<file path="config.mk">
export PLATFORM = sky130hd
export DESIGN_NAME = jump_target_unit
export DESIGN_NICKNAME = d
export VERILOG_FILES = /design/src/rtl/jump_target_unit.sv
export SDC_FILE = /design/constraint.sdc
export NUM_CORES = 1
export LEC_CHECK = 0
export CAP_MARGIN = 40
export CORE_MARGIN = 3
export CORE_UTILIZATION = 30
export DETAILED_ROUTE_END_ITERATION = 12
export SLEW_MARGIN = 20
export SYNTH_ARGS = -nofsm -noshare
export SYNTH_HDL_FRONTEND = slang
export SYNTH_SLANG_ARGS = --single-unit
</file>
<file path="constraint.sdc">
create_clock -name clk -period 5.3 [get_ports clk]
set_input_delay 1.325 -clock clk [delete_from_list [all_inputs] [get_ports clk]]
set_output_delay 1.325 -clock clk [all_outputs]
set_load 0.03 [all_outputs]
</file>
<file path="src/rtl/jump_target_unit.sv">
// rtl/jump_target_unit.sv - registered next-PC stage for JAL/JALR/branches with a circular return-address stack
module jump_target_unit #(
    parameter int XLEN      = 32,
    parameter int RAS_DEPTH = 4
) (
    input  logic            clk,
    input  logic            rst,
    input  logic            flush,
    input  logic            in_valid,
    output logic            in_ready,
    input  logic [1:0]      op,
    input  logic [XLEN-1:0] cur_pc,
    input  logic [XLEN-1:0] rs1_val,
    input  logic [4:0]      rs1_idx,
    input  logic [4:0]      rd_idx,
    input  logic [19:0]     imm_j,
    input  logic [11:0]     imm_i,
    input  logic [11:0]     imm_b,
    input  logic            br_taken,
    output logic            out_valid,
    input  logic            out_ready,
    output logic [XLEN-1:0] next_pc,
    output logic [XLEN-1:0] link_addr,
    output logic            misalign,
    output logic            ras_pop,
    output logic            ras_hit,
    output logic [XLEN-1:0] ras_pred
);
    localparam int PW = $clog2(RAS_DEPTH);
    localparam int CW = PW + 1;

    localparam logic [1:0] OP_NOP    = 2'b00;
    localparam logic [1:0] OP_JAL    = 2'b01;
    localparam logic [1:0] OP_JALR   = 2'b10;
    localparam logic [1:0] OP_BRANCH = 2'b11;

    logic            out_valid_q, out_valid_d;
    logic [XLEN-1:0] next_pc_q, next_pc_d;
    logic [XLEN-1:0] link_addr_q, link_addr_d;
    logic            misalign_q, misalign_d;
    logic            ras_pop_q, ras_pop_d;
    logic            ras_hit_q, ras_hit_d;
    logic [XLEN-1:0] ras_pred_q, ras_pred_d;
    logic [XLEN-1:0] ras_q [RAS_DEPTH];
    logic [XLEN-1:0] ras_d [RAS_DEPTH];
    logic [PW-1:0]   ptr_q, ptr_d;
    logic [CW-1:0]   cnt_q, cnt_d;

    logic            accept;
    logic            do_push;
    logic            do_pop;
    logic            rd_link;
    logic            rs1_link;
    logic [XLEN-1:0] link;
    logic [XLEN-1:0] target;
    logic [XLEN-1:0] top_entry;
    logic [PW-1:0]   top_idx;

    assign in_ready  = !out_valid_q || out_ready;
    assign out_valid = out_valid_q;
    assign next_pc   = next_pc_q;
    assign link_addr = link_addr_q;
    assign misalign  = misalign_q;
    assign ras_pop   = ras_pop_q;
    assign ras_hit   = ras_hit_q;
    assign ras_pred  = ras_pred_q;

    always_comb begin
        accept    = in_valid && in_ready && !flush;
        rd_link   = (rd_idx == 5'd1) || (rd_idx == 5'd5);
        rs1_link  = (rs1_idx == 5'd1) || (rs1_idx == 5'd5);
        link      = cur_pc + XLEN'(4);
        target    = link;
        do_push   = 1'b0;
        do_pop    = 1'b0;
        case (op)
            OP_JAL: begin
                target  = cur_pc + XLEN'($signed({imm_j, 1'b0}));
                do_push = rd_link;
            end
            OP_JALR: begin
                target    = rs1_val + XLEN'($signed(imm_i));
                target[0] = 1'b0;
                do_pop    = rs1_link && !(rd_link && rd_idx == rs1_idx);
                do_push   = rd_link;
            end
            OP_BRANCH: begin
                if (br_taken) begin
                    target = cur_pc + XLEN'($signed({imm_b, 1'b0}));
                end
            end
            default: target = link;
        endcase

        top_idx   = ptr_q - 1'b1;
        top_entry = (cnt_q != '0) ? ras_q[top_idx] : '0;

        out_valid_d = out_valid_q;
        next_pc_d   = next_pc_q;
        link_addr_d = link_addr_q;
        misalign_d  = misalign_q;
        ras_pop_d   = ras_pop_q;
        ras_hit_d   = ras_hit_q;
        ras_pred_d  = ras_pred_q;
        ras_d       = ras_q;
        ptr_d       = ptr_q;
        cnt_d       = cnt_q;

        if (accept) begin
            out_valid_d = 1'b1;
            next_pc_d   = target;
            link_addr_d = link;
            misalign_d  = target[1];
            ras_pop_d   = do_pop;
            ras_pred_d  = do_pop ? top_entry : '0;
            ras_hit_d   = do_pop && (cnt_q != '0) && (top_entry == target);
            // Pop is applied first so a pop+push lands in the slot just vacated.
            if (do_pop && cnt_q != '0) begin
                ptr_d = ptr_q - 1'b1;
                cnt_d = cnt_q - 1'b1;
            end
            if (do_push) begin
                ras_d[ptr_d] = link;
                ptr_d        = ptr_d + 1'b1;
                if (cnt_d != CW'(RAS_DEPTH)) begin
                    cnt_d = cnt_d + 1'b1;
                end
            end
        end else if (out_ready) begin
            out_valid_d = 1'b0;
        end

        if (flush) begin
            out_valid_d = 1'b0;
            next_pc_d   = '0;
            link_addr_d = '0;
            misalign_d  = 1'b0;
            ras_pop_d   = 1'b0;
            ras_hit_d   = 1'b0;
            ras_pred_d  = '0;
        end
    end

    always_ff @(posedge clk) begin
        if (rst) begin
            out_valid_q <= 1'b0;
            next_pc_q   <= '0;
            link_addr_q <= '0;
            misalign_q  <= 1'b0;
            ras_pop_q   <= 1'b0;
            ras_hit_q   <= 1'b0;
            ras_pred_q  <= '0;
            ptr_q       <= '0;
            cnt_q       <= '0;
            for (int i = 0; i < RAS_DEPTH; i++) begin
                ras_q[i] <= '0;
            end
        end else begin
            out_valid_q <= out_valid_d;
            next_pc_q   <= next_pc_d;
            link_addr_q <= link_addr_d;
            misalign_q  <= misalign_d;
            ras_pop_q   <= ras_pop_d;
            ras_hit_q   <= ras_hit_d;
            ras_pred_q  <= ras_pred_d;
            ptr_q       <= ptr_d;
            cnt_q       <= cnt_d;
            ras_q       <= ras_d;
        end
    end
endmodule

</file>
# [Word level (Yosys, flattened, before mapping)]
# Index checks and enable logic that the tools add are counted.
[totals] elab_cells=75 reg_bits=233
[op_classes] n_addsub=8 eq_ne=10 bitwise_logic=2 n_reduce_logical=18 order_cmp=3 n_mux=21
[ops] cell="two-way mux 32 bit" n=6
[ops] cell="bitwise mux 128 bit" n=1
[ops] cell="adder 32 bit" n=3
[ops] cell="one-hot mux 32 bit (3 select lines)" n=1
[ops] cell="binary-select mux 32 bit (select 2 bit)" n=1
[ops] cell="demux 32 bit (select 2 bit)" n=1
[ops] cell="adder 32 x 3 -> 32 bit (second input constant)" n=1
[ops] cell="== test 32 bit" n=1
[ops] cell="two-way mux 3 bit" n=4
[ops] cell="== test 5 x 1 -> 1 bit (second input constant)" n=2
[ops] cell="== test 5 x 3 -> 1 bit (second input constant)" n=2
[ops] cell="logical AND 1 bit" n=7
[ops] cell="greater-or-equal comparator 3 bit (second input constant)" n=2
[ops] cell="two-way mux 2 bit" n=3
[ops] cell="inverter 2 -> 3 bit" n=2
[ops] cell="== test 5 bit" n=1
[ops] cell="== test 2 bit (second input constant)" n=2
[ops] cell="two-way mux 1 bit" n=4
[ops] cell="OR reduction 2 bit" n=2
[ops] cell="adder 3 x 1 -> 3 bit (second input constant)" n=1
[ops] cell="logical NOT 1 bit" n=3
[ops] cell="logical OR 1 bit" n=3
[ops] cell="less-than comparator 3 x 1 -> 1 bit (second input constant)" n=1
[ops] cell="!= test 3 bit (second input constant)" n=1
[ops] cell="other kinds (7)" n=7

# [Depth between registers and ports, before layout]
[logic_depth] word_depth=15 mapped_depth=17 ltp_nobuf=15

# [Worst setup path after synthesis]
# OpenSTA, ideal clock, no wires.
[synth_path] kind="in2reg" startpoint="in cur_pc[1]" endpoint="reg ras_hit_q (netlist: ras_hit)" t_arrival_ns=4.113 cell_stages=14 path_buffers=0 required_ns=5.186 setup_slack_ns=1.074 path_cell_list="ha_1 fa_1 a21o_1 a221oi_2 o221ai_1 a21oi_1 mux2i_1 a211o_1 a2111o_1 o2111a_1 nand4_1 and4bb_1 nand4_1 nand2_1"
[synth_via] elab_chain_len=5
[synth_rtl] item="from (decl)" line="12" rtl="input logic [XLEN-1:0] cur_pc,"
[synth_rtl] item="adder 32 x 3 -> 32 bit / adder 32 bit (equally long branches)" line="72, 89"
[synth_rtl] item="two-way mux 32 bit" line="88" rtl="if (br_taken) begin"
[synth_rtl] item="one-hot mux 32 bit (3 select lines) *" line="76" rtl="case (op)"
[synth_rtl] item="== test 32 bit *" line="116" rtl="ras_hit_d = do_pop && (cnt_q != '0) && (top_entry == target);"
[synth_rtl] item="logical AND 1 bit *" line="116"
[synth_rtl] item="to (signal assigned)" line="164" rtl="ras_hit_q <= ras_hit_d;"
[synth_rtl] item="to (decl)" line="42" rtl="logic ras_hit_q, ras_hit_d;"
# Mark *: on every way between the ends. The rest lies on a longest branch, timed or not.
# A chain may end at the register's enable or synchronous reset.

# [Worst setup path in the final report]
[layout_path] startpoint="in imm_b[0]" endpoint="reg ras_hit_q (netlist: ras_hit)"
[layout_via] elab_chain_len=5
[layout_rtl] item="from (decl)" line="18" rtl="input logic [11:0] imm_b,"
[layout_rtl] item="adder 32 bit" line="89" rtl="target = cur_pc + XLEN'($signed({imm_b, 1'b0}));"
[layout_rtl] item="two-way mux 32 bit" line="88"
[layout_rtl] item="one-hot mux 32 bit (3 select lines)" line="76"
[layout_rtl] item="== test 32 bit" line="116"
[layout_rtl] item="logical AND 1 bit" line="116"
# No other way between the ends.

==> results.cfg <==
[sta]
worstMarginPinSlew_ns = 0.903
whs_ns = 0.452
hold_viol = 0
finalCriticalPeriod_ns = 4.94
slew_headroom_pct = 39.4
max_freq_ghz = 0.202
finalSetupViolCount = 0
drv_slew = 0
fin_crit_sh_pct = 93.2
rsz0062_at_grt = false
final.setup.worst_slack_ns = 0.359
clock_skew_ns = 0.0120

[clock_network]
cts.sinks = 232
cts_resized = 0
clockBufferDepth = 3
post_cts_buffers = 0
cts_buffers = 25
htree_levels = 1
cts_tree = built
cts_root_buf = clkbuf_16
clk_pin_slew_ns = 0.06
worstSkewPairLatency_ns = 0.53
hold_buffers = 0

[power]
combPwrFrac_pct = 32.1
intPower_mw = 3.50
pwr-share-seq_pct = 34.1
clockPowerShare_pct = 33.8
leakage_nw = 8.06
power.density_nw_per_um2 = 236
switching_share_pct = 33.3
netSwitchingPower_mw = 1.74
vdd_drop_max_mv = 0.223

[logic_synthesis]
synthTopCellsByArea = dfxtp_1 27%, a211oi_1 7.9%, ha_1 7.6%
synth_edf_count = 0
synth_warnings = 0
synthCells = 2141
seq_area_frac_synth_pct = 27.4
ys_seq_elements = 232
async_flop_share_pct = 0
syn_avg_cell_area_um2 = 7.90
ys_types = 98
syn_area_um2 = 16900
synth_top_area_cell = dfxtp_1
dominantRegCellSynth = dfxtp_1
synth.most_common_cell = nor2_1
syn_nets = 2373
yosys.area.top_type_share_pct = 27.4
ys_top_cells_by_count = 270 x nor2_1, 232 x dfxtp_1, 230 x nand2_1, 179 x a211oi_1, 170 x a21oi_1

[route]
drc = 0
firstDrtPassIters = 6
viasPerCell = 5.67
routed-via-count = 18400
postRouteAntennaNets = 0
wire_per_inst_um = 23.3
wirelength_mm = 75.5
drt_first_iter_violations = 1897

[job]
maxCapViolations = 0

[global_routing]
grt_pass1_wl_mm = 112
antenna_found_initial = 1
grt_pass1_vias = 17600
grt_max_degree = 74
grt_util_all_layers_pct = 24.5
grt_overflow_total = 0

[setup_path]
endpoint = ras_hit$_SDFFE_PP0P_
rr_endpoint = ras_q[100]$_SDFFE_PP0P_
r2r_start = cnt_q[0]$_SDFFE_PP0P_
crit_arrival_ns = 5.41
crit_required_ns = 5.77
end_kind = flip-flop
cp_max_fo = 3
rrSetupSlack_ns = 1.73
start_kind = input pin
reg2reg_depth = 13
critPathLaunch = imm_b[0]
path_class = in2reg

[die]
start_util_pct = 30.5
ios = 227
rows = 86
design.die.area_um2 = 59300
dieWidth_um = 243
core_region_area_um2 = 55400
die_h_um = 243

[min_path]
min_path_type = reg2reg
worstHoldStart = link_addr[0]$_SDFFE_PP0P_
min_path_cells = 2

[layout]
drive_above_1_share_pct = 14.4
final-instance-count-excl-fill = 3242
area_delta_synth_final_pct = 31.5
regArea_um2 = 4650
multiInputGateArea_um2 = 11600
fin_area_um2 = 22200
fill_cells = 5609
fin_nets = 2707

[place]
hpwl_mm = 61.0
place_congestion = 0.992
portBuffers = 226
dp_cells = 3195
pre_cts_ws_ns = -0.118
dpl_cell_area_um2 = 21400

[status]
status = finished clean
-- worst min path at each step --
stage	to	slack (ns)
floorplan	ras_q[96]$_SDFFE_PP0P_	0.43
global placement	ras_q[64]$_SDFFE_PP0P_	0.44
detailed placement	ras_pred[8]$_SDFFE_PP0P_	0.45
CTS	ras_pred[8]$_SDFFE_PP0P_	0.45
global route	link_addr[0]$_SDFFE_PP0P_	0.47
finish	link_addr[0]$_SDFFE_PP0P_	0.45
-- per-layer routing --
layer	vias up	GRT usage, %	wire (um)
met5	-	0	0
met4	0	7.04	2400
met3	102	5.54	7130
met2	868	36.9	31500
met1	8766	34.9	34500
li1	8662	-	-
-- cell type report --
| cell class | instances | area share (%) |
|---|---|---|
| multi-input combinational | 1728 | 52.0 |
| clock inverter | 13 | 0.697 |
| antenna | 1 | 0.0112 |
| clock buffer | 32 | 3.07 |
| sequential | 232 | 20.9 |
| inverter | 39 | 0.658 |
| timing repair buffer | 449 | 18.5 |
| tap | 748 | 4.21 |
-- logic make-up after synthesis --
group | Yosys count | share of synthesized area [%]
multiplexers | 63 | 6.07
flip-flops | 232 | 27.4
XOR/XNOR | 95 | 5.12
adder cells (fa/ha/maj) | 106 | 7.97
buffers and inverters | 181 | 4.28
AND/OR/NAND/NOR | 798 | 22.1
AO/OA/AOI/OAI | 666 | 27.0
-- stage by stage --
stage,TNS (ns),power (mW),utilization (%)
after detailed placement,-0.118,3.46,38.6
after global placement,-0.0785,3.46,38.5
after CTS,0,5.24,40.1
after floorplan,0,2.69,-
final,0,5.24,40.1
after global routing,0,5.46,40.1
-- power groups by stage --
stage / Combinational (mW) / Clock, mW / Sequential (mW)
CTS: 1.64 / 1.81 / 1.79
finish: 1.68 / 1.77 / 1.79
detailed placement: 1.64 / 0 / 1.83
global route: 1.79 / 1.89 / 1.79
global placement: 1.63 / 0 / 1.83
floorplan: 0.827 / 0 / 1.86
-- layout by cell type (no fill, tap or decap), types with 17 or more instances in the layout --
cell and count:
a211oi_1 179, a21o_1 26, clkbuf_16 25, ha_1 102, nor2_1 269, mux4_2 31
clkdlybuf4s50_1 225, o22ai_1 23, xor2_1 40, o21ai_0 84, mux2i_1 25, buf_4 210
dfxtp_1 231, a21oi_1 170, nand2b_1 19, xnor2_1 52, nand2_1 230, nor3_1 29
nor2b_1 17, nand4_1 40, inv_1 38, nand3_1 82
-- sequential cells by signal (all words and copies together) (netlist names) --
signal     cells
cnt_q          3
link_addr     32
next_pc       32
out_valid      1
ptr_q          2
ras_hit        1
ras_pop        1
ras_pred      32
ras_q        128
-- critical path, cell delays in order --
cell and delay, ns:
clkdlybuf4s50_1 0.47, ha_1 0.36, fa_1 0.45, buf_4 0.15, xnor2_1 0.31, a31oi_1 0.15
o32ai_1 0.54, nor2_1 0.10, a31o_2 0.23, a21oi_1 0.15, o2111ai_1 0.14, nor4_1 0.38
o2111ai_1 0.17, and4bb_1 0.29, nand4_1 0.09, nand2_1 0.08
(Power assumes the default switching activity.)
